$ cat src/rtl/round_sequencer.sv
// Single-clock rock-paper-scissors round controller: synchronises the start key,
// picks the active computer player, scores the round and hands off a redraw.
module round_sequencer #(
    parameter int SCORE_W    = 8,
    parameter int WIN_TARGET = 0
) (
    input  logic               clock,
    input  logic               reset,
    input  logic               start_n,
    input  logic [1:0]         mode,
    input  logic [1:0]         user,
    input  logic [1:0]         com_ra,
    input  logic [1:0]         com_m,
    input  logic [1:0]         com_re,
    input  logic               re_ready,
    input  logic               draw_done,
    output logic [1:0]         user_choice,
    output logic [1:0]         com_choice,
    output logic               uwin,
    output logic               cwin,
    output logic               equ,
    output logic [SCORE_W-1:0] user_score,
    output logic [SCORE_W-1:0] com_score,
    output logic               learn_pulse,
    output logic               draw_req,
    output logic               busy,
    output logic               match_over,
    output logic [2:0]         dbg_state
);

    typedef enum logic [2:0] {
        S_IDLE     = 3'd0,
        S_WAIT_RDY = 3'd1,
        S_LATCH    = 3'd2,
        S_EVAL     = 3'd3,
        S_DRAW     = 3'd4,
        S_OVER     = 3'd5
    } state_t;

    localparam logic [SCORE_W-1:0] TARGET    = SCORE_W'(WIN_TARGET);
    localparam bit                 TARGET_EN = (WIN_TARGET != 0);

    state_t     state;
    logic [1:0] mode_q;

    // Start key synchroniser and falling-edge detect.
    logic       s1, s2, s3;
    logic [1:0] fill;
    logic       armed;
    logic       start_fall;

    // The synchroniser resets to "released", so a key held through reset would
    // look like a press. armed only rises once s2 carries a real high sample.
    always_ff @(posedge clock or posedge reset) begin
        if (reset) begin
            s1    <= 1'b1;
            s2    <= 1'b1;
            s3    <= 1'b1;
            fill  <= 2'd0;
            armed <= 1'b0;
        end else begin
            s1 <= start_n;
            s2 <= s1;
            s3 <= s2;
            if (fill != 2'd2) begin
                fill <= fill + 2'd1;
            end
            if (fill == 2'd2 && s2) begin
                armed <= 1'b1;
            end
        end
    end

    assign start_fall = armed & s3 & ~s2;

    // Computer choice resolution.
    logic [1:0] com_re_mapped;
    logic [1:0] com_sel;
    logic [1:0] com_resolved;

    always_comb begin
        com_re_mapped = 2'b00;
        case (com_re)
            2'b00:   com_re_mapped = 2'b01;
            2'b01:   com_re_mapped = 2'b10;
            default: com_re_mapped = 2'b00;
        endcase
    end

    always_comb begin
        com_sel = com_ra;
        case (mode_q)
            2'b01:   com_sel = com_m;
            2'b10:   com_sel = com_re_mapped;
            default: com_sel = com_ra;
        endcase
    end

    assign com_resolved = (com_sel == 2'b11) ? 2'b00 : com_sel;

    // Round outcome from the latched choices.
    function automatic logic beats(input logic [1:0] a, input logic [1:0] b);
        return (a == 2'b00 && b == 2'b01) ||
               (a == 2'b01 && b == 2'b10) ||
               (a == 2'b10 && b == 2'b00);
    endfunction

    logic               tie;
    logic               user_wins;
    logic               com_wins;
    logic [SCORE_W-1:0] user_score_next;
    logic [SCORE_W-1:0] com_score_next;

    assign tie       = (user_choice == com_choice);
    assign user_wins = !tie && beats(user_choice, com_choice);
    assign com_wins  = !tie && beats(com_choice, user_choice);

    assign user_score_next = (&user_score) ? user_score : user_score + SCORE_W'(1);
    assign com_score_next  = (&com_score)  ? com_score  : com_score  + SCORE_W'(1);

    always_ff @(posedge clock or posedge reset) begin
        if (reset) begin
            state       <= S_IDLE;
            mode_q      <= 2'b00;
            user_choice <= 2'b00;
            com_choice  <= 2'b00;
            uwin        <= 1'b0;
            cwin        <= 1'b0;
            equ         <= 1'b0;
            user_score  <= '0;
            com_score   <= '0;
            learn_pulse <= 1'b0;
            draw_req    <= 1'b0;
            match_over  <= 1'b0;
        end else begin
            learn_pulse <= 1'b0;
            case (state)
                S_IDLE: begin
                    if (start_fall && user != 2'b11) begin
                        mode_q <= mode;
                        state  <= (mode == 2'b10) ? S_WAIT_RDY : S_LATCH;
                    end
                end
                S_WAIT_RDY: begin
                    if (re_ready) begin
                        state <= S_LATCH;
                    end
                end
                S_LATCH: begin
                    user_choice <= user;
                    com_choice  <= com_resolved;
                    uwin        <= 1'b0;
                    cwin        <= 1'b0;
                    equ         <= 1'b0;
                    state       <= S_EVAL;
                end
                S_EVAL: begin
                    uwin <= user_wins;
                    cwin <= com_wins;
                    equ  <= tie;
                    if (user_wins) begin
                        user_score <= user_score_next;
                        if (TARGET_EN && user_score_next == TARGET) begin
                            match_over <= 1'b1;
                        end
                    end else if (com_wins) begin
                        com_score <= com_score_next;
                        if (TARGET_EN && com_score_next == TARGET) begin
                            match_over <= 1'b1;
                        end
                    end
                    learn_pulse <= 1'b1;
                    draw_req    <= 1'b1;
                    state       <= S_DRAW;
                end
                S_DRAW: begin
                    if (draw_done) begin
                        draw_req <= 1'b0;
                        state    <= match_over ? S_OVER : S_IDLE;
                    end
                end
                S_OVER: begin
                    state <= S_OVER;
                end
                default: begin
                    state <= S_IDLE;
                end
            endcase
        end
    end

    assign busy      = (state != S_IDLE);
    assign dbg_state = state;

endmodule

$ cat config.mk
export PLATFORM = sky130hd
export DESIGN_NAME = round_sequencer
export DESIGN_NICKNAME = d
export VERILOG_FILES = /design/src/rtl/round_sequencer.sv
export SDC_FILE = /design/constraint.sdc
export NUM_CORES = 1
export LEC_CHECK = 0
export CAP_MARGIN = 15
export CORE_MARGIN = 2
export CORE_UTILIZATION = 52
export DETAILED_ROUTE_END_ITERATION = 6
export HOLD_SLACK_MARGIN = 0.12
export PLACE_DENSITY = 0.86
export SLEW_MARGIN = 0
export SYNTH_ARGS = -nofsm -noshare
export SYNTH_HDL_FRONTEND = slang
export SYNTH_SLANG_ARGS = --single-unit
$ cat constraint.sdc
create_clock -name clock -period 3.35 [get_ports clock]
set_input_delay 0.67 -clock clock [delete_from_list [all_inputs] [get_ports clock]]
set_output_delay 0.67 -clock clock [all_outputs]
set_load 0.005 [all_outputs]
==> results.tsv <==
stage	metric	value	unit
final_layout	drive_above_1_share	13.27	%
place	dp_hpwl	2522	um
hold_path	hold_path_depth	0	
floorplanning	fp.dieArea	0.003918	sq mm
drt	dr.pass1.iters	4	
setup_path	crit_path_end_kind	primary output	
logic_synthesis	yosysSeqAreaShare	50.67	%
global_route	grt.overflow.total	0	
hold_path	holdPathEnd	s2$_DFF_PP1_	
clocking	hold_buffers	0	
drt	first_iter_violations	49	
pwr	max-vdd-ir-drop	0.5842	mV
logic_synthesis	synth-seq-cells	36	
logic_synthesis	synthArstFlopShare	100.0	%
final_layout	fillerInstances	253	
sta	setup_viol	0	
logic_synthesis	synthCells	164	
sta	fin_skew	0.008611	ns
sta	final_max_slew_viol_count	0	
floorplanning	num_rows	21	
setup_path	r2r_start	dbg_state[1]$_DFFE_PP0P_	
logic_synthesis	netlist_area	0.001785	sq mm
hold_path	min-delay-start	s1$_DFF_PP1_	
global_route	grt_pass1_vias	1335	
pwr	power	1.459	mW
logic_synthesis	ys.flop_type	dfrtp_1	
clocking	cts_tree	built	
sta	rsz0062_at_grt	no	
logic_synthesis	syn_avg_cell_area	10.89	sq um
clocking	cts_max_path_buffers	2	
drt	via_per_inst	5.265	
sta	fin_crit_sh	68.15	%
final_layout	syn2layout_area_growth	29.01	%
clocking	htreeDepth	2	
logic_synthesis	synth_fp_nets	184	
global_route	grt_start_max_net_pins	37	
final_layout	nets	230	
drt	drtAntennaViolNets	0	
logic_synthesis	synth_cell_types	41	
global_route	busiest_layer	met2	
sta	min_period	2.283	ns
sta	max_freq	438.0	MHz
clocking	ctsResizeCount	0	
setup_path	cp.arrival	1.61	ns
clocking	clock_latency	0.33	ns
global_route	grt_use_met1	21.98	%
logic_synthesis	synth_edf_count	0	
clocking	cts.sinks	36	
clocking	clockRootBuffer	clkbuf_4	
final_layout	antenna_cells	0	
floorplanning	die_w	62.60	um
setup_path	required	2.68	ns
pwr	power.leakage	0.9853	nW
place	port_buffers	43	
drt	finalWirelength	3282	um
drt	dr_total_vias	1353	
floorplanning	initial_utilization	53.93	%
setup_path	cp-start-kind	register	
sta	finalHoldViolCount	0	
setup_path	path_class	register to primary output	
pwr	power.density	633.3	mW/mm^2
floorplanning	coreArea	0.003311	sq mm
clocking	clk_pin_slew	0.10	ns
global_route	grt_pass1_wl	5934	um
clocking	postCtsSetupBuffers	0	
setup_path	worstPathMaxFanout	11	
status	status	complete, no violations	
global_route	grt_usage	19.04	%
logic_synthesis	ys_warn_count	1	
drt	drc	0	
global_route	antenna_found_initial	0	
setup_path	r2r-end	user_score[6]$_DFFE_PP0P_	
floorplanning	die_h	62.60	um
sta	fin_tns_setup	0	ns
drt	wl_per_cell	12.77	um
floorplanning	pin_count	45	
setup_path	r2r_slack	1.48	ns
global_route	gr-usage-met2	34.27	%
place	gp_congestion	0.7904	
setup_path	reg2reg_depth	5	
clocking	cts_made_buffers	5	
flow_run	cap_violations	0	
global_route	grtUsageMet3	5.766	%
hold_path	min_path_type	register to register	
-- final cells by class --
cell class	instances	area, sq um	area share (%)
Multi-Input combinational cell	113	797.0	34.60
Clock buffer	8	68.82	2.988
Inverter	10	37.54	1.630
Timing Repair Buffer	44	437.9	19.01
Tap cell	46	57.56	2.499
Sequential cell	36	904.6	39.27
-- layout by cell type (no fill, tap or decap), types with 3 or more instances in the layout --
master	instances
mux2_2	8
o21ai_0	3
xor2_1	5
clkdlybuf4s50_1	43
o31ai_1	3
dfstp_2	3
xnor2_1	7
nand4_1	5
clkbuf_4	5
and3_1	3
a21oi_1	10
ha_1	5
dfrtp_1	33
nor2b_1	3
nand2_1	20
inv_1	10
nor2_1	10
nand3_1	3
-- flip-flops by register name (all words and copies together), names as in the netlist, 2 cells and up --
signal	cells
user_choice	2
dbg_state	3
com_choice	2
mode_q	2
user_score	8
com_score	8
fill	2
-- metal layers --
layer | wire length [um] | up-vias
li1 | - | 659
met3 | 206 | 5
met2 | 1650 | 44
met5 | 0 | -
met1 | 1393 | 645
met4 | 31 | 0
-- power by group --
part           switching (mW)  total (mW)  internal (mW)
clock network           0.131       0.254          0.123
registers               0.130       0.661          0.531
logic                   0.221       0.543          0.322
total                   0.482        1.46          0.977
-- metrics by stage --
step	cells	area (sq um)	util (%)	setup WS [ns]	hold WS, ns
after global routing	257	2303	69.58	0.9302	0.3741
after floorplan	164	1785	-	1.615	0.3452
after CTS	257	2303	69.58	1.053	0.3693
final	257	2303	69.58	1.067	0.3667
after detailed placement	249	2235	67.50	1.299	0.3548
after global placement	249	2235	67.50	1.323	0.3465
-- synthesized netlist by cell type, drive strengths merged (2+ instances only) --
master  count  area share (%)
a211oi      2            0.84
a21oi      10             2.8
and3        3             1.1
buf         4             2.3
dfrtp      33              46
dfstp       3             4.4
ha          5             3.5
inv        10             2.1
mux2        9             5.9
nand2      20             4.2
nand2b      2            0.70
nand3       3            0.84
nand3b      2            0.84
nand4       5             1.8
nor2       10             2.1
nor2b       3             1.1
nor3        4             1.7
nor3b       2             1.1
nor4b       2            0.98
o21ai       4             1.1
o31ai       4             2.0
xnor2       7             3.4
xor2        5             2.5
-- cell families after synthesis --
| group | after synthesis | synth area share (%) |
|---|---|---|
| simple gates | 60 | 18.64 |
| fa+ha+maj | 5 | 3.504 |
| compound gates | 26 | 10.51 |
| flops | 36 | 50.67 |
| mux | 9 | 5.886 |
| xor+xnor | 12 | 5.886 |
| other cells | 1 | 0.2100 |
| buf+inv | 15 | 4.695 |
-- worst max-delay path: stages (launching register included) --
cell	delay [ns]
dfrtp_1	0.50
nor3_1	0.27
inv_1	0.07
clkdlybuf4s50_1	0.44
-- worst max-delay path by stage --
stage          slack, ns                 startpoint                  endpoint
6_report            1.07   dbg_state[1]$_DFFE_PP0P_                      busy
5_1_grt             0.93   dbg_state[1]$_DFFE_PP0P_                      busy
4_1_cts             1.05   dbg_state[1]$_DFFE_PP0P_                      busy
3_5_place_dp        1.30                    user[1]     mode_q[0]$_DFFE_PP0P_
3_3_place_gp        1.32                    user[1]     mode_q[1]$_DFFE_PP0P_
2_1_floorplan       1.61  com_choice[0]$_DFFE_PP0N_  com_score[1]$_DFFE_PP0P_
(Power assumes the default switching activity.)
